`src/rtl/hazard_scoreboard_if.sv`:
```
// Hazard scoreboard bus: D-stage issue and source operands in, stall and
// forwarding selects out. The optional multiply/divide busy signals exist
// only when MDU_BUSY_EN is defined.
//
// Signalling: every signal is a level qualified by the clock edge. There is
// no valid/ready handshake on this bus. issue_valid marks a register writer
// in D. The outputs are combinational from the current slots and the D-side
// inputs.
interface hazard_scoreboard_if #(
   parameter int AW = 5,
   parameter int TW = 2,
   parameter int SW = 2
) ();
   logic          flush;
   logic          issue_valid;
   logic [AW-1:0] issue_addr;
   logic [TW-1:0] issue_tnew;
   logic [AW-1:0] rs_addr;
   logic [TW-1:0] rs_tuse;
   logic [AW-1:0] rt_addr;
   logic [TW-1:0] rt_tuse;
   logic          stall;
   logic [SW-1:0] fwd_rs_sel;
   logic [SW-1:0] fwd_rt_sel;
`ifdef MDU_BUSY_EN
   logic          md_req;
   logic          md_start;
   logic          md_is_div;
   logic          md_busy;
`endif

   // Pipeline side: drives the D-stage information and receives the decisions.
   modport master (
      output flush, issue_valid, issue_addr, issue_tnew,
      output rs_addr, rs_tuse, rt_addr, rt_tuse,
`ifdef MDU_BUSY_EN
      output md_req, md_start, md_is_div,
      input  md_busy,
`endif
      input  stall, fwd_rs_sel, fwd_rt_sel
   );

   // Scoreboard side.
   modport slave (
      input  flush, issue_valid, issue_addr, issue_tnew,
      input  rs_addr, rs_tuse, rt_addr, rt_tuse,
`ifdef MDU_BUSY_EN
      input  md_req, md_start, md_is_div,
      output md_busy,
`endif
      output stall, fwd_rs_sel, fwd_rt_sel
   );
endinterface

```
`src/rtl/hazard_scoreboard.sv`:
```
// hazard_scoreboard: tracks in-flight register writers in slots 1..STAGES
// (E..W). Each slot counts its Tnew down once per cycle. From the slots the
// block resolves the D-stage stall and the rs/rt forwarding sources.
// Optional feature macro: MDU_BUSY_EN adds a multiply/divide busy counter
// that can also stall D.
// SW must satisfy 2**SW > STAGES so that every slot number fits in a select.
module hazard_scoreboard #(
   parameter int STAGES   = 3,
   parameter int AW       = 5,
   parameter int TW       = 2,
   parameter int SW       = 2
`ifdef MDU_BUSY_EN
   ,
   parameter int MULT_LAT = 5,
   parameter int DIV_LAT  = 10
`endif
) (
   input logic             clk,
   input logic             reset,
   hazard_scoreboard_if.slave hs
);

   // Slot k of the pipeline lives at index k-1.
   logic [STAGES-1:0] valid_q, valid_d;
   logic [AW-1:0]     addr_q [STAGES];
   logic [AW-1:0]     addr_d [STAGES];
   logic [TW-1:0]     tnew_q [STAGES];
   logic [TW-1:0]     tnew_d [STAGES];

   logic              reg_stall;
   logic              md_stall;
   logic              stall_w;
   logic              issue_take;

   logic              rs_hit, rt_hit;
   logic [SW-1:0]     rs_slot, rt_slot;
   logic [TW-1:0]     rs_tnew, rt_tnew;

   // Youngest matching writer for each source. The scan runs oldest to
   // youngest so that a younger match overrides an older one.
   always_comb begin
      rs_hit  = 1'b0;
      rs_slot = '0;
      rs_tnew = '0;
      rt_hit  = 1'b0;
      rt_slot = '0;
      rt_tnew = '0;
      for (int k = STAGES - 1; k >= 0; k--) begin
         if (valid_q[k] && (addr_q[k] == hs.rs_addr)) begin
            rs_hit  = 1'b1;
            rs_slot = SW'(k + 1);
            rs_tnew = tnew_q[k];
         end
         if (valid_q[k] && (addr_q[k] == hs.rt_addr)) begin
            rt_hit  = 1'b1;
            rt_slot = SW'(k + 1);
            rt_tnew = tnew_q[k];
         end
      end
      // Register 0 is never a real dependency.
      if (hs.rs_addr == '0) rs_hit = 1'b0;
      if (hs.rt_addr == '0) rt_hit = 1'b0;
   end

   // Stall when a source's youngest writer will not be ready by its Tuse.
   // Forward only from a writer whose result already exists (Tnew 0).
   always_comb begin
      reg_stall = (rs_hit && (rs_tnew > hs.rs_tuse)) ||
                  (rt_hit && (rt_tnew > hs.rt_tuse));
      stall_w   = reg_stall || md_stall;
   end

   assign hs.stall      = stall_w;
   assign hs.fwd_rs_sel = (rs_hit && (rs_tnew == '0)) ? rs_slot : '0;
   assign hs.fwd_rt_sel = (rt_hit && (rt_tnew == '0)) ? rt_slot : '0;

   // A stalled D has to leave slot 1 empty, otherwise the instruction would
   // enter the pipeline twice.
   assign issue_take = hs.issue_valid && (hs.issue_addr != '0) && !stall_w;

   // Slot advance. Slots shift every cycle whether or not D stalls, and Tnew
   // saturates at zero. A flush clears everything, including the new issue.
   always_comb begin
      valid_d[0] = issue_take;
      addr_d[0]  = issue_take ? hs.issue_addr : '0;
      tnew_d[0]  = issue_take ? hs.issue_tnew : '0;
      for (int k = 1; k < STAGES; k++) begin
         valid_d[k] = valid_q[k-1];
         addr_d[k]  = addr_q[k-1];
         tnew_d[k]  = (tnew_q[k-1] == '0) ? '0 : (tnew_q[k-1] - TW'(1));
      end
      if (hs.flush) begin
         valid_d = '0;
         for (int k = 0; k < STAGES; k++) begin
            addr_d[k] = '0;
            tnew_d[k] = '0;
         end
      end
   end

   // Slot registers with synchronous reset.
   always_ff @(posedge clk) begin
      if (reset) begin
         valid_q <= '0;
         for (int k = 0; k < STAGES; k++) begin
            addr_q[k] <= '0;
            tnew_q[k] <= '0;
         end
      end else begin
         valid_q <= valid_d;
         for (int k = 0; k < STAGES; k++) begin
            addr_q[k] <= addr_d[k];
            tnew_q[k] <= tnew_d[k];
         end
      end
   end

`ifdef MDU_BUSY_EN
   localparam int MD_MAX = (DIV_LAT > MULT_LAT) ? DIV_LAT : MULT_LAT;
   localparam int CW     = $clog2(MD_MAX + 1);

   logic [CW-1:0] md_cnt_q, md_cnt_d;
   logic          md_busy_w;

   assign md_busy_w  = (md_cnt_q != '0);
   assign hs.md_busy = md_busy_w;

   // An instruction that needs HI/LO or the MDU waits while the unit is busy
   // and also in the cycle that an operation starts.
   always_comb begin
      md_stall = hs.md_req && (md_busy_w || hs.md_start);
   end

   // Busy counter. A start is accepted only while idle, so a second start
   // cannot stretch an operation that is already running.
   always_comb begin
      md_cnt_d = md_cnt_q;
      if (md_busy_w) begin
         md_cnt_d = md_cnt_q - CW'(1);
      end else if (hs.md_start) begin
         md_cnt_d = hs.md_is_div ? CW'(DIV_LAT) : CW'(MULT_LAT);
      end
      if (hs.flush) begin
         md_cnt_d = '0;
      end
   end

   // Busy counter register.
   always_ff @(posedge clk) begin
      if (reset) begin
         md_cnt_q <= '0;
      end else begin
         md_cnt_q <= md_cnt_d;
      end
   end
`else
   // Without the MDU, only register hazards stall D.
   always_comb begin
      md_stall = 1'b0;
   end
`endif

endmodule

```
`src/flat_wrapper.sv`:
```
// flat-port wrapper written by rule: the top's interface ports become plain ports
module hazard_scoreboard_flat 
#(
   parameter int STAGES   = 3,
   parameter int AW       = 5,
   parameter int TW       = 2,
   parameter int SW       = 2

)
  (clk, reset, hs_flush, hs_issue_valid, hs_issue_addr, hs_issue_tnew, hs_rs_addr, hs_rs_tuse, hs_rt_addr, hs_rt_tuse, hs_stall, hs_fwd_rs_sel, hs_fwd_rt_sel);
  hazard_scoreboard_if #(.AW(AW), .TW(TW), .SW(SW)) hs_i ();
  input logic clk;
  input logic reset;
  input wire logic [$bits(hs_i.flush)-1:0] hs_flush;
  input wire logic [$bits(hs_i.issue_valid)-1:0] hs_issue_valid;
  input wire logic [$bits(hs_i.issue_addr)-1:0] hs_issue_addr;
  input wire logic [$bits(hs_i.issue_tnew)-1:0] hs_issue_tnew;
  input wire logic [$bits(hs_i.rs_addr)-1:0] hs_rs_addr;
  input wire logic [$bits(hs_i.rs_tuse)-1:0] hs_rs_tuse;
  input wire logic [$bits(hs_i.rt_addr)-1:0] hs_rt_addr;
  input wire logic [$bits(hs_i.rt_tuse)-1:0] hs_rt_tuse;
  output wire logic [$bits(hs_i.stall)-1:0] hs_stall;
  output wire logic [$bits(hs_i.fwd_rs_sel)-1:0] hs_fwd_rs_sel;
  output wire logic [$bits(hs_i.fwd_rt_sel)-1:0] hs_fwd_rt_sel;
  assign hs_i.flush = hs_flush;
  assign hs_i.issue_valid = hs_issue_valid;
  assign hs_i.issue_addr = hs_issue_addr;
  assign hs_i.issue_tnew = hs_issue_tnew;
  assign hs_i.rs_addr = hs_rs_addr;
  assign hs_i.rs_tuse = hs_rs_tuse;
  assign hs_i.rt_addr = hs_rt_addr;
  assign hs_i.rt_tuse = hs_rt_tuse;
  assign hs_stall = hs_i.stall;
  assign hs_fwd_rs_sel = hs_i.fwd_rs_sel;
  assign hs_fwd_rt_sel = hs_i.fwd_rt_sel;
  hazard_scoreboard #(.STAGES(STAGES), .AW(AW), .TW(TW), .SW(SW)) u_core (.clk(clk), .reset(reset), .hs(hs_i));
endmodule
```
`config.mk`:
```
export PLATFORM = sky130hd
export DESIGN_NAME = hazard_scoreboard_flat
export DESIGN_NICKNAME = d
export VERILOG_FILES = /design/src/rtl/hazard_scoreboard_if.sv /design/src/rtl/hazard_scoreboard.sv /design/src/flat_wrapper.sv
export SDC_FILE = /design/constraint.sdc
export NUM_CORES = 1
export LEC_CHECK = 0
export ABC_AREA = 1
export ABC_CLOCK_PERIOD_IN_PS = 5800
export BUFFER_PORTS_ARGS = -buffer_cell sky130_fd_sc_hd__buf_2
export CAP_MARGIN = 20
export CORE_MARGIN = 4
export CORE_UTILIZATION = 40
export DETAILED_ROUTE_END_ITERATION = 16
export PLACE_DENSITY = 0.62
export SLEW_MARGIN = 20
export SYNTH_ARGS = -nofsm -noshare
export SYNTH_HDL_FRONTEND = slang
export SYNTH_SLANG_ARGS = --single-unit
```
`constraint.sdc`:
```
create_clock -name clk -period 5.8 [get_ports clk]
set_input_delay 0.29 -clock clk [delete_from_list [all_inputs] [get_ports clk]]
set_output_delay 0.29 -clock clk [all_outputs]
set_load 0.03 [all_outputs]
```
### After elaboration in Yosys (flattened, before gate mapping)

Memory sizes are Yosys's and may differ from the RTL's.
Index checks and enable logic that the tools add are counted.

| word-level totals | value |
|---|---|
| register bits | 3 |
| RAM bits | 21 |
| memories kept | 2 |

Memory list:

| name | words | width | read ports | clocked after memory_dff | wr ports | line | text |
|---|---|---|---|---|---|---|---|
| u_core.addr_q | 3 | 5 | 3 | 0 | 3 | hazard_scoreboard.sv:25 | `logic [AW-1:0] addr_q [STAGES];` |
| u_core.tnew_q | 3 | 2 | 3 | 0 | 3 | hazard_scoreboard.sv:27 | `logic [TW-1:0] tnew_q [STAGES];` |

| cells by class | value |
|---|---|
| add/subtract/negate cells | 2 |
| magnitude comparators | 2 |
| equal/unequal tests | 6 |
| multiplexer cells | 37 |
| bitwise operators | 6 |
| reduce and logical (&&, ||, !) cells | 22 |

Operators with widths:

| cell | number |
|---|---|
| 2-bit 2-to-1 mux | 20 |
| 5-bit == test | 6 |
| 5-bit 2-to-1 mux | 4 |
| 15-bit 2-to-1 mux | 1 |
| 1-bit logical AND | 12 |
| 1-bit 2-to-1 mux | 11 |
| 5-bit logical NOT | 2 |
| 2-bit logical NOT | 4 |
| 6-bit 2-to-1 mux | 1 |
| 1-bit OR | 6 |
| 5-bit nonzero test | 1 |
| 2-bit > comparator | 2 |
| 2-bit by 1-bit subtractor with 2-bit output, second input constant | 2 |
| 2-bit OR reduction | 1 |
| 1-bit logical NOT | 1 |
| 1-bit logical OR | 1 |

### Logic depth before layout (Yosys ltp)

Gate-level depths: netlist (run 1).
An unclocked memory read counts as a cell.

| logic depth | value |
|---|---|
| depth after elaboration | 14 |
| gate-level depth with buffers | 19 |

### Least setup slack after synthesis (run 1)

Ideal clock, no wire load.

| timing | value |
|---|---|
| path kind | in2out |
| start | input port hs_rt_addr[3] |
| end | output port hs_stall |
| arrival | 1.951 ns |
| required time | 5.510 ns |
| path slack | 3.559 ns |
| stages on the path | 16 |
| path buffers | 1 |
| path through | buf_4 -> nand2_1 -> nand2_1 -> nor2_1 -> nand3_2 -> nand3_1 -> nand2_1 -> nand2_1 -> inv_1 -> ha_1 -> inv_1 -> nor2_1 -> nor2_1 -> a21oi_1 -> nand3_2 -> nand2_1 |

| on the way | value |
|---|---|
| cells in the longest elaborated chain, start to end | 8 |
| elaborated cells on any way between the ends | 17 |

RTL lines:

| element | line | text |
|---|---|---|
| from (decl) | flat_wrapper.sv:20 | `input wire logic [$bits(hs_i.rt_addr)-1:0] hs_rt_addr;` |
| 5-bit == test | hazard_scoreboard.sv:54 | `if (valid_q[k] && (addr_q[k] == hs.rt_addr)) begin` |
| 1-bit logical AND | hazard_scoreboard.sv:54 |  |
| 2-bit 2-to-1 mux or 1-bit 2-to-1 mux (tied branches) (3 in a row) | hazard_scoreboard.sv:54 |  |
| 2-bit > comparator or 1-bit 2-to-1 mux (tied branches) | hazard_scoreboard.sv:69, hazard_scoreboard.sv:62 |  |
| 1-bit logical AND (*) | hazard_scoreboard.sv:69 | `(rt_hit && (rt_tnew > hs.rt_tuse));` |
| 1-bit logical OR (*) | hazard_scoreboard.sv:68 | `reg_stall = (rs_hit && (rs_tnew > hs.rs_tuse)) \|\|` |
| to (decl) | flat_wrapper.sv:22 | `output wire logic [$bits(hs_i.stall)-1:0] hs_stall;` |

Mark *: on every way between the ends. The rest lies on a longest branch, timed or not.

==> results of run 1 <==
per-stage QoR:
step / cells / setup slack [ns]
floorplan: 282 / 3.56
global placement: 358 / 3.33
detailed placement: 358 / 3.29
CTS: 361 / 3.06
global route: 361 / 2.76
finish: 361 / 3.07
report_power, final:
| group | switching [mW] | leakage [nW] | internal, mW |
|---|---|---|---|
| registers | 0.00209 | 0.194 | 0.167 |
| logic | 0.0331 | 0.749 | 0.0197 |
| clock network | 0.0507 | 0.0216 | 0.0464 |
layer usage:
| metal | up-vias | part of all wire [%] | wire length [um] | GRT usage, % |
|---|---|---|---|---|
| li1 | 911 | - | - | - |
| met1 | 733 | 46 | 1860 | 21.8 |
| met2 | 44 | 45 | 1850 | 27.5 |
| met3 | 4 | 8.2 | 335 | 3.56 |
| met4 | 0 | 0.74 | 30 | 3.62 |
| met5 | - | 0 | 0 | 0 |
cells in the final DEF, fill, tap and decap left out, drive strengths merged:
cell    netlist  layout
nand4         2       2
xor2          2       2
clkbuf        1       3
o21ai         7       7
nand3        21      21
ha            6       6
clkinv        2       2
inv          51      51
nor2         64      64
xnor2         3       3
nor3          9       9
and3          2       2
buf           2      29
a21oi         7       7
nand2        79      79
dfxtp        24      24
state kept, by name, summed over array words and instances (netlist names):
| signal | cells |
|---|---|
| u_core.addr_q | 15 |
| u_core.tnew_q | 6 |
| u_core.valid_q | 3 |
path summary, 6_finish.rpt:
| check | from | to | slack (ns) | cells after the start |
|---|---|---|---|---|
| worst max-delay path | u_core.addr_q[0][8] | hs_stall | 3.07 | 17 |
| worst min-delay path | hs_issue_tnew[0] | u_core.tnew_q[0][0] | 0.24 | 3 |
| worst max register to register | u_core.addr_q[0][8] | u_core.addr_q[0][1] | 3.60 | 17 |
| worst min register to register | u_core.tnew_q[0][0] | u_core.tnew_q[0][2] | 0.43 | 1 |
worst reg2reg max path: cells and delay by family, from the launching register on:
kind	cells	cell delay, ns
and+or+nand+nor	12	1.10
DFF	1	0.38
adders and majority gates	1	0.28
buffers and inverters	3	0.18
AOI/OAI and AO/OA	1	0.14
final cells by class:
| type | instances | area (sq um) | area share, % |
|---|---|---|---|
| Clock buffer | 3 | 41.3 | 2.10 |
| Multi-Input combinational cell | 202 | 1040 | 52.8 |
| Inverter | 53 | 199 | 10.1 |
| Timing Repair Buffer | 29 | 145 | 7.37 |
| Tap cell | 50 | 62.6 | 3.18 |
| Sequential cell | 24 | 480 | 24.4 |
logic make-up after synthesis:
family | count (synthesis) | share of synthesized area [%]
compound gates | 14 | 4.04
xor+xnor | 5 | 2.52
fa+ha+maj | 6 | 4.33
buf+inv | 56 | 12.4
flops | 24 | 27.7
simple gates | 177 | 49.0
==> report_table.html, run 1 <==
<table>
<tr><th>Metric</th><th>Value</th></tr>
<tr><th colspan="2">Global route</th></tr>
<tr><td>Number of antenna violations at the first check in global routing</td><td>0</td></tr>
<tr><td>Gr ovfl total</td><td>0</td></tr>
<tr><td>Global-route wire length before repair</td><td>~6.9 mm</td></tr>
<tr><td>Overall fraction of global-route tracks in use</td><td>between 10% and 20%</td></tr>
<tr><td>Maximum number of pins on one net before global-route repair</td><td>17</td></tr>
<tr><td>Number of global-route vias before repair</td><td>between 1500 and 2000</td></tr>
<tr><th colspan="2">CTS</th></tr>
<tr><td>Setup bufs post-CTS</td><td>0</td></tr>
<tr><td>TritonCTS clock tree</td><td>done</td></tr>
<tr><td>Skew-Pair Late Insertion Delay</td><td>between 0.2 and 0.3 ns</td></tr>
<tr><td>Htree depth</td><td>1</td></tr>
<tr><td>Clock-pin slew on the worst setup and hold paths</td><td>~0.080 ns</td></tr>
<tr><td>CTS Buffer Depth</td><td>2</td></tr>
<tr><td>Number of buffers created by CTS</td><td>3</td></tr>
<tr><td>Hold-fix buffer count after cts</td><td>0</td></tr>
<tr><td>Clock Root Buffer</td><td>clkbuf_8</td></tr>
<tr><td>Sink Count</td><td>24</td></tr>
<tr><td>Post-CTS sizing</td><td>0</td></tr>
<tr><th colspan="2">Placed design</th></tr>
<tr><td>Buffers added on ports</td><td>29</td></tr>
<tr><td>GPL Wtd Cong</td><td>0.887</td></tr>
<tr><td>Placed cell areas</td><td>about 1900 sq um</td></tr>
<tr><td>Placed wire-length estimate</td><td>between 3 and 4 mm</td></tr>
<tr><th colspan="2">Route</th></tr>
<tr><td>Number of optimization iterations in the first detailed-route pass</td><td>5</td></tr>
<tr><td>Post-route ant nets</td><td>0</td></tr>
<tr><td>Remaining routing DRC violations</td><td>0</td></tr>
<tr><td>Final routed wire length divided by cell count</td><td>11.3 um</td></tr>
<tr><td>Routed wire length</td><td>around 4.1 mm</td></tr>
<tr><td>Drt via density</td><td>4.69</td></tr>
<tr><td>Total via count in the routed design</td><td>roughly 1700</td></tr>
<tr><td>Starting DRT DRC Count</td><td>106</td></tr>
<tr><th colspan="2">Die</th></tr>
<tr><td>Number of top-level pins</td><td>30</td></tr>
<tr><td>Effective utilization at floorplan</td><td>roughly 42%</td></tr>
<tr><td>Standard-cell rows</td><td>23</td></tr>
<tr><td>Y dimension of the die</td><td>73.9 um</td></tr>
<tr><td>Floorplan die area</td><td>roughly 5500 sq um</td></tr>
<tr><td>Chip Width</td><td>roughly 74 um</td></tr>
<tr><td>Area of the core</td><td>about 4000 sq um</td></tr>
<tr><th colspan="2">Logic synthesis</th></tr>
<tr><td>Post-Syn Area</td><td>approximately 1700 sq um</td></tr>
<tr><td>Instance count of the mapped netlist</td><td>about 280</td></tr>
<tr><td>Number of different library cells in the post-synthesis netlist</td><td>25</td></tr>
<tr><td>Portion of synthesized cell area occupied by the leading cell type</td><td>between 20 and 30%</td></tr>
<tr><td>Cells taking the most area after synthesis</td><td>dfxtp_1 (28%), nand2_1 (16%), nor2_1 (11%)</td></tr>
<tr><td>Commonest register cell after synthesis</td><td>dfxtp_1</td></tr>
<tr><td>Warnings, synthesis</td><td>0</td></tr>
<tr><td>Post-synth EDFFs</td><td>0</td></tr>
<tr><td>Cell taking the most area after synthesis</td><td>dfxtp_1</td></tr>
<tr><td>Most common library cells after synthesis</td><td>nand2_1 (75), nor2_1 (49), inv_1 (37)</td></tr>
<tr><td>Asr flop ratio synth</td><td>0%</td></tr>
<tr><td>Post-synthesis area per instance</td><td>a little over 6 sq um</td></tr>
<tr><td>Syn nets</td><td>313</td></tr>
<tr><td>Yosys reg bits</td><td>24</td></tr>
<tr><td>Most frequently used cell type in the post-synthesis netlist</td><td>nand2_1</td></tr>
<tr><td>Sequential-to-total area share from yosys stat</td><td>between 20% and 30%</td></tr>
<tr><th colspan="2">Layout</th></tr>
<tr><td>Final-stage net count</td><td>around 340</td></tr>
<tr><td>Final-layout fill cell count</td><td>~450</td></tr>
<tr><td>Layout overhead on the synthesized area</td><td>13.4%</td></tr>
<tr><td>Fraction of layout instances using a drive strength above 1</td><td>around 24%</td></tr>
<tr><td>Final cell utilization of the core</td><td>48.2%</td></tr>
<tr><td>ANT cells</td><td>0</td></tr>
<tr><td>Finished layout cell area</td><td>between 1500 and 2000 sq um</td></tr>
<tr><th colspan="2">Power</th></tr>
<tr><td>Lkg Pwr</td><td>around 0.97 nW</td></tr>
<tr><td>Post-layout power</td><td>between 0.3 and 0.4 mW</td></tr>
<tr><td>PD cells</td><td>between 150 and 200 nW/um^2</td></tr>
<tr><td>Peak supply drop</td><td>between 0.08 and 0.09 mV</td></tr>
<tr><th colspan="2">STA</th></tr>
<tr><td>Post-route setup TNS</td><td>0 ns</td></tr>
<tr><td>Share of the clock period used by the worst path</td><td>roughly 47%</td></tr>
<tr><td>Fin. max-slew vios</td><td>0</td></tr>
<tr><td>Hold slack</td><td>0.236 ns</td></tr>
<tr><td>Headroom to the max-slew limit</td><td>63.0%</td></tr>
<tr><td>RSZ-0062 raised after global routing</td><td>false</td></tr>
<tr><td>Final critical delay including setup and external delays</td><td>~2.7 ns</td></tr>
<tr><td>Achievable frequency</td><td>about 370 MHz</td></tr>
<tr><td>Final setup viols</td><td>0</td></tr>
<tr><td>Final-report hold violation count</td><td>0</td></tr>
<tr><td>Clock Skew</td><td>about 0.0069 ns</td></tr>
<tr><td>Slew at the pin closest to its max-slew limit</td><td>around 0.55 ns</td></tr>
<tr><th colspan="2">Critical path</th></tr>
<tr><td>Top cell family by delay on the critical path</td><td>simple AND/OR/NAND/NOR gates</td></tr>
<tr><td>Critical-path top delay cell</td><td>dfxtp_1</td></tr>
<tr><td>Critical-path maximum fanout</td><td>7</td></tr>
<tr><td>Worst path buffer plus inverter count</td><td>4</td></tr>
<tr><td>Worst endpoint required time</td><td>between 5 and 6 ns</td></tr>
<tr><td>Worst path arrival time</td><td>~2.4 ns</td></tr>
<tr><td>Capturing element type of the critical path</td><td>output pin</td></tr>
<tr><td>Worst path most repeated cell</td><td>nand2_1</td></tr>
<tr><td>Largest stage delay on the critical path</td><td>about 0.38 ns</td></tr>
<tr><td>Crit-path cells</td><td>inv_1 -&gt; nand2_1 -&gt; nand2_1 -&gt; nor2_1 -&gt; nand3_2 -&gt; nand3_1 -&gt; nand2_1 -&gt; nand2_1 -&gt; inv_1 -&gt; ha_1 -&gt; inv_1 -&gt; nor2_1 -&gt; nor2_1 -&gt; a21oi_1 -&gt; nand3_2 -&gt; nand2_1 -&gt; buf_2</td></tr>
<tr><td>Critical path class</td><td>reg -&gt; out</td></tr>
<tr><td>Crit path launch type</td><td>register</td></tr>
<tr><th colspan="2">Flow run</th></tr>
<tr><td>Max-capacitance violation count</td><td>0</td></tr>
<tr><th colspan="2">Hold path</th></tr>
<tr><td>Worst min-delay path category</td><td>in -&gt; reg</td></tr>
<tr><th colspan="2">Status</th></tr>
<tr><td>Outcome</td><td>complete, no violations</td></tr>
</table>
Note: power is estimated with default switching activity, not from simulation.
==> run 2: changes to the inputs <==
ABC_CLOCK_PERIOD_IN_PS = 2200   (was 5800)
PLACE_DENSITY = 0.64   (was 0.62)
clock period = 2.2 ns   (was 5.8 ns; I/O delays follow)
==> run 2 against run 1 <==
Effect of this change: the run now ends with setup timing left; sequential share of layout area down 2.6 points; combinational power rose to 3.2 times the previous value; clock power rose to 3.1 times the previous value; flip-flop and latch count unchanged; routed wire length up 13%; worst hold slack worse by 0.18 ns; die area unchanged; setup slack worse by 3.2 ns; non-clock buffer count up 15; largest cell class unchanged; highest routed layer unchanged.
==> report_table.html, run 2 (synthesis results as in run 1) <==
<table>
<tr><th>Metric</th><th>Value</th></tr>
<tr><th colspan="2">STA</th></tr>
<tr><td>RSZ-0062 raised after global routing</td><td>true</td></tr>
<tr><td>Slew at the pin closest to its max-slew limit</td><td>0.573 ns (+0.0185 ns)</td></tr>
<tr><td>Clock Skew</td><td>0.00206 ns (-0.00488 ns)</td></tr>
<tr><td>Worst setup margin</td><td>-0.117 ns (-3.19 ns)</td></tr>
<tr><td>Final-report hold violation count</td><td>0 (unchanged)</td></tr>
<tr><td>Final critical delay including setup and external delays</td><td>roughly 2.3 ns</td></tr>
<tr><td>Final setup viols</td><td>9 (+9)</td></tr>
<tr><td>Fin. max-slew vios</td><td>0 (unchanged)</td></tr>
<tr><td>Share of the clock period used by the worst path</td><td>105%</td></tr>
<tr><td>Achievable frequency</td><td>about 430 MHz</td></tr>
<tr><td>Headroom to the max-slew limit</td><td>61.7% (-1.2 points)</td></tr>
<tr><th colspan="2">CTS</th></tr>
<tr><td>Clock-pin slew on the worst setup and hold paths</td><td>0.09 ns (about the same)</td></tr>
<tr><td>Sink Count</td><td>24 (unchanged)</td></tr>
<tr><td>CTS Buffer Depth</td><td>2 (unchanged)</td></tr>
<tr><td>Number of buffers created by CTS</td><td>3 (unchanged)</td></tr>
<tr><td>Htree depth</td><td>1 (unchanged)</td></tr>
<tr><td>Clock Root Buffer</td><td>clkbuf_8</td></tr>
<tr><td>TritonCTS clock tree</td><td>done</td></tr>
<tr><td>Skew-Pair Late Insertion Delay</td><td>0.27 ns (about the same)</td></tr>
<tr><td>Hold-fix buffer count after cts</td><td>0 (unchanged)</td></tr>
<tr><th colspan="2">Critical path</th></tr>
<tr><td>Crit path launch type</td><td>register</td></tr>
<tr><td>Critical-path maximum fanout</td><td>5 (-2)</td></tr>
<tr><td>Worst endpoint required time</td><td>2.09 ns (-3.42 ns)</td></tr>
<tr><td>Worst path arrival time</td><td>2.21 ns (-0.23 ns)</td></tr>
<tr><td>Capturing element type of the critical path</td><td>output pin</td></tr>
<tr><td>Critical path class</td><td>reg -&gt; out</td></tr>
<tr><th colspan="2">Power</th></tr>
<tr><td>Part of the power in the clock network</td><td>32.9% (+2.5 points)</td></tr>
<tr><td>Switching part of the total</td><td>27.7% (+0.76 points)</td></tr>
<tr><td>Switching component of the power</td><td>0.255 mW (+200%)</td></tr>
<tr><td>Share of total power in combinational logic</td><td>18.6% (+2.1 points)</td></tr>
<tr><td>Peak supply drop</td><td>0.380 mV (+370%)</td></tr>
<tr><td>Part of the power in registers</td><td>48.5% (-4.5 points)</td></tr>
<tr><td>PD cells</td><td>401 nW/um^2 (+150%)</td></tr>
<tr><td>Internal power of the cells</td><td>0.666 mW (+190%)</td></tr>
<tr><td>Lkg Pwr</td><td>1.05 nW (+9.0%)</td></tr>
<tr><th colspan="2">Die</th></tr>
<tr><td>Floorplan die area</td><td>5460 sq um (unchanged)</td></tr>
<tr><td>Y dimension of the die</td><td>73.9 um (unchanged)</td></tr>
<tr><td>Chip Width</td><td>73.9 um (unchanged)</td></tr>
<tr><td>Number of top-level pins</td><td>30 (unchanged)</td></tr>
<tr><td>Area of the core</td><td>4090 sq um (unchanged)</td></tr>
<tr><td>Effective utilization at floorplan</td><td>42.5% (unchanged)</td></tr>
<tr><td>Standard-cell rows</td><td>23 (unchanged)</td></tr>
<tr><th colspan="2">Layout</th></tr>
<tr><td>Layout overhead on the synthesized area</td><td>32.3%</td></tr>
<tr><td>Top library cells by usage in the layout, fill and taps aside</td><td>nand2_1 (64), nor2_1 (39), inv_2 (26), buf_2 (26), inv_1 (24)</td></tr>
<tr><td>Final cell utilization of the core</td><td>56.2% (+8.0 points)</td></tr>
<tr><td>Most common cell after layout, fill and taps aside</td><td>nand2_1</td></tr>
<tr><td>Largest registers in the final layout</td><td>u_core.addr_q (15), u_core.tnew_q (6), u_core.valid_q (3)</td></tr>
<tr><td>Number of flip-flops in the largest register</td><td>15 (unchanged)</td></tr>
<tr><td>Register with the highest flop count</td><td>u_core.addr_q</td></tr>
<tr><td>ANT cells</td><td>0 (unchanged)</td></tr>
<tr><td>Fraction of layout instances using a drive strength above 1</td><td>45.9% (+21 points)</td></tr>
<tr><td>Final-stage net count</td><td>359 (+4.4%)</td></tr>
<tr><th colspan="2">Route</th></tr>
<tr><td>Routed wire length</td><td>4.60 mm (+13%)</td></tr>
<tr><td>Final routed wire length divided by cell count</td><td>12.2 um (+8.2%)</td></tr>
<tr><td>Total via count in the routed design</td><td>1823 (+7.7%)</td></tr>
<tr><td>Remaining routing DRC violations</td><td>0 (unchanged)</td></tr>
<tr><td>Drt via density</td><td>4.84 (+3.2%)</td></tr>
<tr><td>Post-route ant nets</td><td>0 (unchanged)</td></tr>
<tr><td>Starting DRT DRC Count</td><td>113 (+6.6%)</td></tr>
<tr><td>Number of optimization iterations in the first detailed-route pass</td><td>4 (-1)</td></tr>
<tr><th colspan="2">Global route</th></tr>
<tr><td>Number of global-route vias before repair</td><td>1702 (+8.5%)</td></tr>
<tr><td>Global-route wire length before repair</td><td>7.45 mm (+7.7%)</td></tr>
<tr><td>Maximum number of pins on one net before global-route repair</td><td>17 (unchanged)</td></tr>
<tr><td>Number of antenna violations at the first check in global routing</td><td>0 (unchanged)</td></tr>
<tr><td>Overall fraction of global-route tracks in use</td><td>17.6% (+1.1 points)</td></tr>
<tr><td>Gr ovfl total</td><td>0 (unchanged)</td></tr>
<tr><th colspan="2">Status</th></tr>
<tr><td>Failing checks</td><td>setup timing</td></tr>
<tr><td>Outcome</td><td>complete, but fails checks</td></tr>
<tr><th colspan="2">Hold path</th></tr>
<tr><td>Worst min-delay path category</td><td>in -&gt; reg</td></tr>
<tr><th colspan="2">Flow run</th></tr>
<tr><td>Max-capacitance violation count</td><td>0 (unchanged)</td></tr>
<tr><th colspan="2">Placed design</th></tr>
<tr><td>Buffers added on ports</td><td>29 (unchanged)</td></tr>
<tr><td>Placed wire-length estimate</td><td>3.56 mm (+3.3%)</td></tr>
<tr><td>GPL Wtd Cong</td><td>0.899 (+1.3%)</td></tr>
<tr><td>Worst setup slack before clock tree synthesis</td><td>-0.00403 ns (-3.30 ns)</td></tr>
</table>
## run 2: cell count changes in the layout (fill, tap and decap cells not counted), sizes merged
cell and delta:
buf +15, clkbuf +1
## run 2: timing repair
action,CTS,global route
endpoints found under the setup margin,1,11
pin swaps,11,30
buffers inserted,8,3
resized for setup,16,61
## run 2: final cells by class
class,instances,area [sq um]
timing repair buffer,44,284
sequential,24,500
clock buffer,4,55.1
multi-input combinational,202,1190
inverter,53,201
fill,407,1790
tap,50,62.6
## run 2: power by group through the flow
stage | registers, mW | clock network (mW) | logic, mW
finish | 0.446 | 0.303 | 0.171
detailed placement | 0.456 | 0 | 0.144
global route | 0.447 | 0.326 | 0.191
floorplan | 0.455 | 0 | 0.0919
CTS | 0.446 | 0.313 | 0.151
global placement | 0.456 | 0 | 0.142
## run 2: metrics by stage
| step | cell area [sq um] | setup TNS, ns | power, mW | hold slack (ns) | std cells |
|---|---|---|---|---|---|
| global placement | 1970 | 0 | 0.598 | 0.331 | 364 |
| CTS | 2130 | -0.550 | 0.911 | 0.0514 | 376 |
| floorplan | 1740 | 0 | 0.547 | 0.237 | 282 |
| detailed placement | 1970 | -0.00403 | 0.600 | 0.340 | 364 |
| finish | 2300 | -0.466 | 0.921 | 0.0584 | 377 |
| global route | 2300 | -1.73 | 0.964 | 0.0624 | 377 |
## run 2: per-layer routing
metal | track usage [%] | vias up | routed length, um
met5 | 0 | - | 0
met4 | 3.42 | 0 | 50
met3 | 3.42 | 8 | 230
met2 | 30.3 | 42 | 2250
met1 | 22.7 | 832 | 2070
li1 | - | 941 | -
## run 2: worst paths after layout
kind | slack (ns) | endpoint | cells past startpoint | startpoint
max reg2reg | -0.06 | u_core.addr_q[0][0] | 19 | u_core.addr_q[0][1]
min reg2reg | 0.43 | u_core.tnew_q[0][2] | 1 | u_core.tnew_q[0][0]
max | -0.12 | hs_stall | 13 | u_core.addr_q[0][4]
min | 0.06 | u_core.tnew_q[0][0] | 3 | hs_issue_tnew[0]
## run 2: critical path: stages, from the launching register on
cell and delay [ns]:
dfxtp_4 0.39, buf_6 0.11, nor2_4 0.03, nor2_2 0.14, nand3_2 0.10, nor2_4 0.19, nor2_1 0.07, nand2_1 0.09
nand2_2 0.07, ha_1 0.31, a21oi_4 0.14, nand3_2 0.11, nand2_2 0.09, buf_6 0.12
==> run 3: changes to the inputs <==
SETUP_SLACK_MARGIN = 0.15   (was default)
==> run 3 against run 2 <==
Effect of this change: critical endpoint unchanged; cell area grew 1.6%; clock skew shrank 0.00075 ns; the run still ends with setup timing left; clock power is essentially flat; setup slack lost 0.015 ns; largest power group unchanged; global-route usage is the same; maximum frequency shrank 0.66%; combinational power is essentially flat.
==> report_table.html, run 3 (synthesis results as in run 1) <==
<table>
<tr><th>Metric</th><th>Value</th></tr>
<tr><th colspan="2">Global route</th></tr>
<tr><td>Global-route wire length before repair</td><td>7.45 mm (unchanged)</td></tr>
<tr><td>Number of antenna violations at the first check in global routing</td><td>0 (unchanged)</td></tr>
<tr><td>Maximum number of pins on one net before global-route repair</td><td>17 (unchanged)</td></tr>
<tr><td>Number of global-route vias before repair</td><td>1700 (-0.12%)</td></tr>
<tr><td>Gr ovfl total</td><td>0 (unchanged)</td></tr>
<tr><td>Overall fraction of global-route tracks in use</td><td>17.6% (unchanged)</td></tr>
<tr><th colspan="2">Power</th></tr>
<tr><td>Part of the power in the clock network</td><td>32.9% (about the same)</td></tr>
<tr><td>Share of total power in combinational logic</td><td>18.7% (about the same)</td></tr>
<tr><td>Internal power of the cells</td><td>0.667 mW (+0.13%)</td></tr>
<tr><td>Peak supply drop</td><td>0.347 mV (-8.6%)</td></tr>
<tr><td>PD cells</td><td>396 nW/um^2 (-1.4%)</td></tr>
<tr><td>Switching component of the power</td><td>0.256 mW (+0.54%)</td></tr>
<tr><td>Lkg Pwr</td><td>1.06 nW (+1.2%)</td></tr>
<tr><td>Switching part of the total</td><td>27.7% (+0.081 points)</td></tr>
<tr><td>Post-layout power</td><td>0.923 mW (+0.24%)</td></tr>
<tr><td>Part of the power in registers</td><td>48.4% (about the same)</td></tr>
<tr><th colspan="2">Layout</th></tr>
<tr><td>Number of flip-flops in the largest register</td><td>15 (unchanged)</td></tr>
<tr><td>Layout overhead on the synthesized area</td><td>34.5%</td></tr>
<tr><td>Most common cell after layout, fill and taps aside</td><td>nand2_1</td></tr>
<tr><td>Fraction of layout instances using a drive strength above 1</td><td>46.8% (+0.94 points)</td></tr>
<tr><td>Register with the highest flop count</td><td>u_core.addr_q</td></tr>
<tr><td>Final instance count without filler cells</td><td>379 (+0.53%)</td></tr>
<tr><td>ANT cells</td><td>0 (unchanged)</td></tr>
<tr><td>Largest registers in the final layout</td><td>u_core.addr_q (15), u_core.tnew_q (6), u_core.valid_q (3)</td></tr>
<tr><td>Final-stage net count</td><td>361 (+0.56%)</td></tr>
<tr><td>Top library cells by usage in the layout, fill and taps aside</td><td>nand2_1 (63), nor2_1 (38), inv_2 (26)</td></tr>
<tr><th colspan="2">Placed design</th></tr>
<tr><td>Placed wire-length estimate</td><td>3.56 mm (unchanged)</td></tr>
<tr><td>GPL Wtd Cong</td><td>0.899 (unchanged)</td></tr>
<tr><td>Buffers added on ports</td><td>29 (unchanged)</td></tr>
<tr><td>Number of instances in the placed design</td><td>364 (unchanged)</td></tr>
<tr><th colspan="2">Route</th></tr>
<tr><td>Total via count in the routed design</td><td>1862 (+2.1%)</td></tr>
<tr><td>Post-route ant nets</td><td>0 (unchanged)</td></tr>
<tr><td>Remaining routing DRC violations</td><td>0 (unchanged)</td></tr>
<tr><td>Routed wire length</td><td>4.70 mm (+2.0%)</td></tr>
<tr><td>Starting DRT DRC Count</td><td>103 (-8.8%)</td></tr>
<tr><td>Final routed wire length divided by cell count</td><td>12.4 um (+1.4%)</td></tr>
<tr><td>Number of optimization iterations in the first detailed-route pass</td><td>4 (unchanged)</td></tr>
<tr><td>Drt via density</td><td>4.91 (+1.6%)</td></tr>
<tr><th colspan="2">Critical path</th></tr>
<tr><td>Capturing element type of the critical path</td><td>output pin</td></tr>
<tr><td>Worst path arrival time</td><td>2.22 ns (about the same)</td></tr>
<tr><td>Crit path launch type</td><td>register</td></tr>
<tr><td>Crit-path cells</td><td>buf_6 -&gt; nor2_4 -&gt; nor2_2 -&gt; nand3_2 -&gt; nor2_4 -&gt; nand2_2 -&gt; nand2_2 -&gt; inv_2 -&gt; ha_4 -&gt; a21oi_4 -&gt; a21oi_4 -&gt; nand3_2 -&gt; nand2_2 -&gt; buf_6</td></tr>
<tr><td>Worst path most repeated cell</td><td>nand2_2</td></tr>
<tr><td>Critical path class</td><td>reg -&gt; out</td></tr>
<tr><td>Critical-path top delay cell</td><td>dfxtp_4</td></tr>
<tr><td>Largest stage delay on the critical path</td><td>0.39 ns (about the same)</td></tr>
<tr><td>Worst endpoint required time</td><td>2.09 ns (about the same)</td></tr>
<tr><td>Critical-path maximum fanout</td><td>5 (unchanged)</td></tr>
<tr><th colspan="2">STA</th></tr>
<tr><td>Final critical delay including setup and external delays</td><td>2.33 ns (+0.0153 ns)</td></tr>
<tr><td>Final setup viols</td><td>11 (+2)</td></tr>
<tr><td>Worst setup margin</td><td>-0.132 ns (-0.0153 ns)</td></tr>
<tr><td>Clock Skew</td><td>0.00131 ns (-0.000753 ns)</td></tr>
<tr><td>Hold slack</td><td>0.0582 ns (-0.000146 ns)</td></tr>
<tr><td>Headroom to the max-slew limit</td><td>62.4% (+0.63 points)</td></tr>
<tr><td>Achievable frequency</td><td>429 MHz (-0.66%)</td></tr>
<tr><td>RSZ-0062 raised after global routing</td><td>true</td></tr>
<tr><td>Fin. max-slew vios</td><td>0 (unchanged)</td></tr>
<tr><td>Share of the clock period used by the worst path</td><td>106% (+0.70 points)</td></tr>
<tr><td>Slew at the pin closest to its max-slew limit</td><td>0.564 ns (-0.00942 ns)</td></tr>
<tr><td>Final-report hold violation count</td><td>0 (unchanged)</td></tr>
<tr><th colspan="2">Die</th></tr>
<tr><td>Y dimension of the die</td><td>73.9 um (unchanged)</td></tr>
<tr><td>Number of top-level pins</td><td>30 (unchanged)</td></tr>
<tr><td>Area of the core</td><td>4090 sq um (unchanged)</td></tr>
<tr><td>Effective utilization at floorplan</td><td>42.5% (unchanged)</td></tr>
<tr><td>Floorplan die area</td><td>5460 sq um (unchanged)</td></tr>
<tr><td>Standard-cell rows</td><td>23 (unchanged)</td></tr>
<tr><td>Chip Width</td><td>73.9 um (unchanged)</td></tr>
<tr><th colspan="2">Status</th></tr>
<tr><td>Outcome</td><td>complete, but fails checks</td></tr>
<tr><td>Failing checks</td><td>setup timing</td></tr>
<tr><th colspan="2">Hold path</th></tr>
<tr><td>Worst min-delay path category</td><td>in -&gt; reg</td></tr>
<tr><th colspan="2">CTS</th></tr>
<tr><td>TritonCTS clock tree</td><td>done</td></tr>
<tr><td>Htree depth</td><td>1 (unchanged)</td></tr>
<tr><td>Number of buffers created by CTS</td><td>3 (unchanged)</td></tr>
<tr><td>Skew-Pair Late Insertion Delay</td><td>0.27 ns (about the same)</td></tr>
<tr><td>Sink Count</td><td>24 (unchanged)</td></tr>
<tr><td>Clock-pin slew on the worst setup and hold paths</td><td>0.09 ns (about the same)</td></tr>
<tr><td>CTS Buffer Depth</td><td>2 (unchanged)</td></tr>
<tr><td>Clock Root Buffer</td><td>clkbuf_8</td></tr>
<tr><th colspan="2">Flow run</th></tr>
<tr><td>Max-capacitance violation count</td><td>0 (unchanged)</td></tr>
</table>
==> run 3: cell types whose count changed in the layout (fill, tap and decap cells not counted) <==
cell	delta
nor2_1	-1
buf_2	-2
nand2_1	-1
buf_4	+2
nand2_2	+1
nor2_4	+1
buf_6	+2
==> run 3: worst max-delay path, delay by kind of cell (launching register included) <==
family	cells	cell delay (ns)
buf+inv	3	0.29
compound gates	2	0.18
simple gates	8	0.84
flops	1	0.39
fa+ha+maj	1	0.28
==> run 3: routing by layer <==
metal | track usage, % | vias to the layer above | wire (um)
li1 | - | 948 | -
met1 | 22.7 | 857 | 2030
met2 | 30.3 | 51 | 2310
met3 | 3.42 | 6 | 308
met4 | 3.42 | 0 | 39
met5 | 0 | - | 0
==> run 3: metrics by stage <==
step           utilization [%]  instance area (sq um)  TNS [ns]  setup WS (ns)
3_5_place_dp              48.3                   1970  -0.00403       -0.00403
6_report                  57.1                   2330    -0.779         -0.132
3_3_place_gp              48.3                   1970         0        0.00572
5_1_grt                   57.1                   2330     -2.13         -0.264
2_1_floorplan                -                   1740         0          0.201
4_1_cts                   52.1                   2130    -0.550         -0.125
==> run 3: path summary, 6_finish.rpt <==
| check | slack (ns) | end | from | cells past startpoint |
|---|---|---|---|---|
| setup / recovery | -0.13 | hs_stall | u_core.addr_q[0][4] | 14 |
| hold / removal | 0.06 | u_core.tnew_q[0][0] | hs_issue_tnew[0] | 3 |
| setup reg to reg | -0.07 | u_core.addr_q[0][0] | u_core.addr_q[0][1] | 19 |
| hold reg to reg | 0.43 | u_core.tnew_q[0][2] | u_core.tnew_q[0][0] | 1 |
==> run 3: cell type report <==
type                    count  area [sq um]
multi-input cells         202          1200
flip-flops and latches     24           500
repair buffers             46           312
fillers                   400          1750
inverters                  53           201
well taps                  50          62.6
clock buffers               4          55.1
==> run 3: what timing repair did <==
action / in CTS / in global routing
hold buffers: 0 / 0
buffers inserted: 8 / 3
setup endpoints to repair: 9 / 13
gates resized for setup: 16 / 70
pin swaps: 11 / 34
==> run 3: power groups by stage <==
stage	combinational, mW	sequential, mW	clock, mW
after CTS	0.151	0.446	0.313
after global placement	0.142	0.456	0
after global routing	0.193	0.447	0.326
final	0.173	0.446	0.304
after floorplan	0.0919	0.455	0
after detailed placement	0.144	0.456	0
